`config.mk`:
```
export PLATFORM = sky130hd
export DESIGN_NAME = mem_rd_arbiter
export DESIGN_NICKNAME = d
export VERILOG_FILES = /design/src/rtl/mem_rd_arbiter.sv
export SDC_FILE = /design/constraint.sdc
export NUM_CORES = 1
export LEC_CHECK = 0
export CORE_AREA = 2 2 120 122
export DETAILED_ROUTE_END_ITERATION = 10
export DIE_AREA = 0 0 122 124
export SETUP_SLACK_MARGIN = 0.05
export SLEW_MARGIN = 20
export SYNTH_ARGS = -nofsm -noshare
export SYNTH_HDL_FRONTEND = slang
export SYNTH_SLANG_ARGS = --single-unit
```
`constraint.sdc`:
```
create_clock -name clock -period 2.6 [get_ports clock]
set_input_delay 0.52 -clock clock [delete_from_list [all_inputs] [get_ports clock]]
set_output_delay 0.52 -clock clock [all_outputs]
set_load 0.01 [all_outputs]
```
`src/rtl/mem_rd_arbiter.sv`:
```
// Two-master (IFU/LSU) read arbiter sharing one memory AR/R channel.
// One outstanding read at a time, ID-tagged responses, per-read timeout.
module mem_rd_arbiter #(
   parameter bit          LSU_PRIO = 1'b1,
   parameter int unsigned TIMEOUT  = 255
) (
   input  logic        clock,
   input  logic        reset,
   input  logic        ifu_arvalid,
   output logic        ifu_arready,
   input  logic [31:0] ifu_araddr,
   output logic        ifu_rvalid,
   input  logic        ifu_rready,
   output logic [31:0] ifu_rdata,
   output logic [1:0]  ifu_rresp,
   input  logic        lsu_arvalid,
   output logic        lsu_arready,
   input  logic [31:0] lsu_araddr,
   input  logic [2:0]  lsu_arsize,
   output logic        lsu_rvalid,
   input  logic        lsu_rready,
   output logic [31:0] lsu_rdata,
   output logic [1:0]  lsu_rresp,
   input  logic        lsu_wr_pending,
   output logic        mem_arvalid,
   input  logic        mem_arready,
   output logic [31:0] mem_araddr,
   output logic [2:0]  mem_arsize,
   output logic [3:0]  mem_arid,
   input  logic        mem_rvalid,
   output logic        mem_rready,
   input  logic [31:0] mem_rdata,
   input  logic [1:0]  mem_rresp,
   input  logic [3:0]  mem_rid
);

   localparam int unsigned CNT_W       = (TIMEOUT < 2) ? 1 : $clog2(TIMEOUT);
   localparam logic [2:0]  IFU_SIZE    = 3'b010;
   localparam logic [3:0]  IFU_ID      = 4'd0;
   localparam logic [3:0]  LSU_ID      = 4'd1;
   localparam logic [1:0]  RESP_SLVERR = 2'b10;

   typedef enum logic [1:0] {IDLE, ADDR, RESP, RET} state_t;

   state_t           state;
   logic             last_lsu;
   logic             sel_lsu;
   logic [CNT_W-1:0] cnt;
   logic [31:0]      rdata_q;
   logic [1:0]       rresp_q;

   logic grant_en_c;
   logic grant_lsu_c;
   logic grant_ifu_c;
   logic rsp_hit_c;
   logic tmo_c;
   logic ret_ack_c;

   // Arbitration: LSU wins a tie under fixed priority or when IFU was granted last
   assign grant_en_c  = reset && (state == IDLE) && !lsu_wr_pending;
   assign grant_lsu_c = grant_en_c && lsu_arvalid && (!ifu_arvalid || LSU_PRIO || !last_lsu);
   assign grant_ifu_c = grant_en_c && ifu_arvalid && !grant_lsu_c;
   assign ifu_arready = grant_ifu_c;
   assign lsu_arready = grant_lsu_c;

   assign rsp_hit_c = mem_rvalid && (mem_rid == mem_arid);
   assign tmo_c     = (TIMEOUT != 0) && (cnt == CNT_W'(TIMEOUT - 1));
   assign ret_ack_c = sel_lsu ? lsu_rready : ifu_rready;

   // Both masters see the shared capture register; only the granted one gets rvalid
   assign ifu_rdata = rdata_q;
   assign ifu_rresp = rresp_q;
   assign lsu_rdata = rdata_q;
   assign lsu_rresp = rresp_q;

   // Transaction sequencer with registered channel outputs
   always_ff @(posedge clock or negedge reset) begin
      if (!reset) begin
         state       <= IDLE;
         last_lsu    <= 1'b0;
         sel_lsu     <= 1'b0;
         cnt         <= '0;
         rdata_q     <= '0;
         rresp_q     <= '0;
         mem_arvalid <= 1'b0;
         mem_rready  <= 1'b0;
         mem_araddr  <= '0;
         mem_arsize  <= '0;
         mem_arid    <= '0;
         ifu_rvalid  <= 1'b0;
         lsu_rvalid  <= 1'b0;
      end else begin
         case (state)
            IDLE: begin
               if (grant_ifu_c || grant_lsu_c) begin
                  sel_lsu     <= grant_lsu_c;
                  last_lsu    <= grant_lsu_c;
                  mem_araddr  <= grant_lsu_c ? lsu_araddr : ifu_araddr;
                  mem_arsize  <= grant_lsu_c ? lsu_arsize : IFU_SIZE;
                  mem_arid    <= grant_lsu_c ? LSU_ID : IFU_ID;
                  mem_arvalid <= 1'b1;
                  mem_rready  <= 1'b0;
                  state       <= ADDR;
               end else begin
                  // stale beats are sunk while idle
                  mem_rready  <= 1'b1;
               end
            end
            ADDR: begin
               if (mem_arready) begin
                  mem_arvalid <= 1'b0;
                  mem_rready  <= 1'b1;
                  cnt         <= '0;
                  state       <= RESP;
               end
            end
            RESP: begin
               if (rsp_hit_c || tmo_c) begin
                  rdata_q    <= rsp_hit_c ? mem_rdata : 32'd0;
                  rresp_q    <= rsp_hit_c ? mem_rresp : RESP_SLVERR;
                  mem_rready <= 1'b0;
                  ifu_rvalid <= !sel_lsu;
                  lsu_rvalid <= sel_lsu;
                  state      <= RET;
               end else begin
                  cnt <= cnt + CNT_W'(1);
               end
            end
            RET: begin
               if (ret_ack_c) begin
                  ifu_rvalid <= 1'b0;
                  lsu_rvalid <= 1'b0;
                  mem_rready <= 1'b1;
                  state      <= IDLE;
               end
            end
            default: state <= IDLE;
         endcase
      end
   end

endmodule

```
**After elaboration in Yosys (flattened, before gate mapping)**

Cells that the tools add are included.

- Flip-flop bits (word level): 88
- Output and inout bits: 113
- Input bits: 114

- Reduce and logical (&&, ||, !) cells: 22
- Add/sub/neg operators: 1
- Equality and inequality tests: 10
- Multiplexer cells: 27

Operators with widths:

| operator | count |
|---|---|
| 2-to-1 mux 32 bit | 2 |
| 2-to-1 mux 8 bit | 2 |
| one-hot mux 8 bit (2 select lines) | 1 |
| AND reduction 3 bit | 4 |
| 2-to-1 mux 1 bit | 11 |
| 2-to-1 mux 2 bit | 5 |
| adder 8 x 1 -> 8 bit, second input constant | 1 |
| equality test 8 bit, second input constant | 1 |
| != test 2 bit, second input constant | 4 |
| one-hot mux 2 bit (4 select lines) | 1 |
| logical AND 1 bit | 6 |
| one-hot mux 1 bit (2 select lines) | 3 |
| nonzero test 2 bit | 3 |
| equality test 2 bit, second input constant | 2 |
| equality test 4 bit | 1 |
| one-hot mux 1 bit (4 select lines) | 1 |
| AND reduction 2 bit | 2 |
| AND reduction 4 bit | 1 |
| zero test 1 bit | 3 |
| 2-to-1 mux 3 bit | 1 |
| equality test 2 x 1 -> 1 bit, second input constant | 1 |
| zero test 2 bit | 1 |
| logical OR 1 bit | 2 |
| != test 2 x 1 -> 1 bit, second input constant | 1 |

**Logic depth before layout (Yosys ltp)**

- Depth in word-level cells: 9
- Gate-level depth with buffers: 9

**Worst setup path after synthesis**

No wires, ideal clock.

- Kind: register -> output
- From: reg state[0]
- To: out lsu_arready
- Data required time: 2080 ps
- Stages on the path, launching flop included: 8
- Slack: 496 ps
- Arrival: 1584 ps
- Cell sequence: dfrtp_1 > inv_1 > ha_1 > and3b_1 > nand2_1 > inv_1 > clkbuf_1 > buf_1

- Word-level cells in the longest chain between the ends: 4

RTL lines:

| what | line | source |
|---|---|---|
| from (decl) | 45 | `state_t state;` |
| from (signal assigned) | 79 | `state <= IDLE;` |
| from (signal assigned) | 103 | `state <= ADDR;` |
| from (signal assigned) | 114 | `state <= RESP;` |
| zero test 2 bit | 60 | `assign grant_en_c = reset && (state == IDLE) && !lsu_wr_pending;` |
| logical AND 1 bit (2 in a row) | 60 |  |
| logical AND 1 bit | 61 | `assign grant_lsu_c = grant_en_c && lsu_arvalid && (!ifu_arvalid \|\| LSU_PRIO \|\| !last_lsu);` |
| to (decl) | 17 | `output logic lsu_arready,` |

No other way between the ends.

**Worst setup path in the final report**

- From: reg state[1]
- To: out lsu_arready

The elaborated chain is that of the path after synthesis.

==> results.sh <==
export IMPL_outcome="finished, final reports clean"
export IMPL_wl_um=12200
export IMPL_start_kind="flip-flop"
export IMPL_ctsHoldBuffers=0
export IMPL_post_cts_buffers=0
export IMPL_synth_top_area_share_pct=51.3
export IMPL_path_clk_slew_ns=0.06
export IMPL_avgRoutedWirePerCell_um=16.2
export IMPL_setup_viol=0
export IMPL_hold_class="in2async"
export IMPL_antenna_found_initial=0
export IMPL_ys_types=45
export IMPL_core_um2=13700
export IMPL_io_pins=227
export IMPL_nFillCells=1266
export IMPL_rsz0062_at_grt="true"
export IMPL_track_usage_pct=15.8
export IMPL_peakVddDrop_mv=0.561
export IMPL_synth_edf_count=0
export IMPL_setup_worst_path_class="reg2out"
export IMPL_layout_commonest_cell="clkdlybuf4s50_1"
export IMPL_vias=3492
export IMPL_grt_pass1_vias=3639
export IMPL_yosysSeqAreaShare_pct=51.3
export IMPL_multi_input_area_um2=1600
export IMPL_fin_worst_skew_ns=0.00475
export IMPL_powerDensity_nw_per_um2=983
export IMPL_slew_headroom_pct=42.4
export IMPL_dr_pass1_iters=4
export IMPL_whs_ns=0.164
export IMPL_htreeDepth=3
export IMPL_fmax_mhz=407
export IMPL_synth_ff_type="dfrtp_1"
export IMPL_worstMarginPinSlew_ns=0.865
export IMPL_fin_crit_sh_pct=94.6
export IMPL_synthCells=379
export IMPL_cp_max_fo=4
export IMPL_drcViolationCount=0
export IMPL_postSynthAreaPerCell_um2=10.8
export IMPL_die_area_um2=15100
export IMPL_routed_via_density=4.64
export IMPL_final_cell_mix="221 x clkdlybuf4s50_1, 84 x dfrtp_1, 46 x nand2_1, 37 x o21ai_0"
export IMPL_antenna_left=0
export IMPL_grt_max_degree=68
export IMPL_area_delta_synth_final_pct=62.1
export IMPL_die_h_um=124
export IMPL_synth_top_area_cell="dfrtp_1"
export IMPL_cts_sinks=84
export IMPL_reg2reg_setup_slack_ns=0.58
export IMPL_crit_arrival_ns=1.94
export IMPL_finalSetupTns_ns=0
export IMPL_die_width_um=122
export IMPL_globalRoute_totalOverflow=0
export IMPL_drt_initial_drc_count=160
export IMPL_cts_resized=0
export IMPL_synthTopCellsByArea="dfrtp_1 51%, mux2i_1 8.5%, a22o_1 7.5%, buf_4 7.0%, o21ai_0 4.5%"
export IMPL_leakage_nw=2.94
export IMPL_finish_utilization_pct=48.5
export IMPL_fin_crit_ns=2.46
export IMPL_start_util_pct=29.9
export IMPL_clk_path_buf_depth=2
export IMPL_grt_pass1_wl_um=18500
export IMPL_cts_tree="done"
export IMPL_antennaDiodeCount=0
export IMPL_cts_buffers=9
export IMPL_drive_above_1_share_pct=6.98
export IMPL_synth_warnings=0
export IMPL_io_buffers=223
export IMPL_root_buffer="clkbuf_16"
export IMPL_hpwl_um=8910
export IMPL_drv_cap=0
export IMPL_end_kind="output port"
export IMPL_worstPathRequired_ns=2.08
export IMPL_hold_viol=0
export IMPL_ys_seq_elements=84
export IMPL_async_flop_share_pct=100
export IMPL_seqCellArea_um2=2100
export IMPL_rows=43
export IMPL_netlist_area_um2=4100
export IMPL_routabilityCongestion=0.811
export IMPL_clk_latency_ns=0.34
export IMPL_nets=689
export IMPL_slew_violations=0
## logic make-up after synthesis
| family | after synthesis | synth area share, % |
|---|---|---|
| buffers and inverters | 68 | 10.2 |
| adder cells (fa/ha/maj) | 7 | 2.14 |
| AO/OA/AOI/OAI | 96 | 17.1 |
| other | 1 | 0.0914 |
| AND/OR/NAND/NOR | 84 | 9.58 |
| flip-flops | 84 | 51.3 |
| multiplexers | 38 | 9.46 |
| XOR/XNOR | 1 | 0.214 |
## metrics by stage
step,total power (W),cell area (um^2),instances,setup slack (ns)
2_1_floorplan,0.00364,4110,381,0.496
3_3_place_gp,0.00515,6320,737,0.179
3_5_place_dp,0.00521,6320,737,0.161
4_1_cts,0.00665,6650,753,0.0576
5_1_grt,0.00697,6650,753,0.0192
6_report,0.00654,6650,753,0.142
## cell usage after synthesis, drive strengths merged (2+ instances only)
master / count
mux2: 3
nand4: 2
nand2b: 2
ha: 7
o211ai: 4
nor2b: 2
nand2: 48
o22a: 3
mux2i: 35
a22o: 35
inv: 9
o21ai: 38
and3b: 2
nor3: 5
nand3: 8
buf: 51
nor2: 9
or4: 3
dfrtp: 84
a21oi: 5
clkbuf: 8
## path summary, 6_finish.rpt
path                                from        endpoint  cells past startpoint
min in group clock         mem_arsize[2]   mem_arsize[2]                      1
max in group asynchronous          reset   mem_araddr[2]                      3
min                                reset  mem_araddr[17]                      2
min reg2reg                mem_arsize[2]   mem_arsize[2]                      1
max                             state[1]     lsu_arready                      6
max reg2reg                     state[1]  mem_araddr[22]                      7
## state kept, by name (all words and copies together), names as in the netlist
name	flops
mem_arvalid	1
sel_lsu	1
mem_araddr	32
mem_arsize	3
ifu_rresp	2
ifu_rvalid	1
mem_rready	1
lsu_rvalid	1
ifu_rdata	32
cnt	8
state	2
## critical path: stages (launching register included)
cell and delay (ns):
dfrtp_1 0.42, inv_1 0.12, ha_1 0.18, and3b_2 0.22
nand2_1 0.08, clkinv_1 0.07, clkdlybuf4s50_1 0.52
## power by group
part / total (W) / leakage, nW / internal (W) / switching, W
clock: 0.00139 / 0.156 / 0.000871 / 0.000521
sequential: 0.00219 / 1.08 / 0.00181 / 0.000380
combinational: 0.00295 / 1.70 / 0.00175 / 0.00120
total: 0.00654 / 2.94 / 0.00443 / 0.00210
## layout make-up
class	instances	share of cell area (%)
clock buffer	11	3.65
timing repair buffer	235	35.5
multi-input combinational	229	24.1
inverter	9	0.508
sequential	84	31.6
clock inverter	5	1.28
tap	180	3.39
## metal layers
metal | GRT usage, % | wire length (um)
met2 | 27.7 | 6090
met1 | 18.3 | 4970
met5 | 0 | 0
met3 | 4.53 | 933
met4 | 5.53 | 196
No activity file was read; power rests on OpenSTA's default activity.
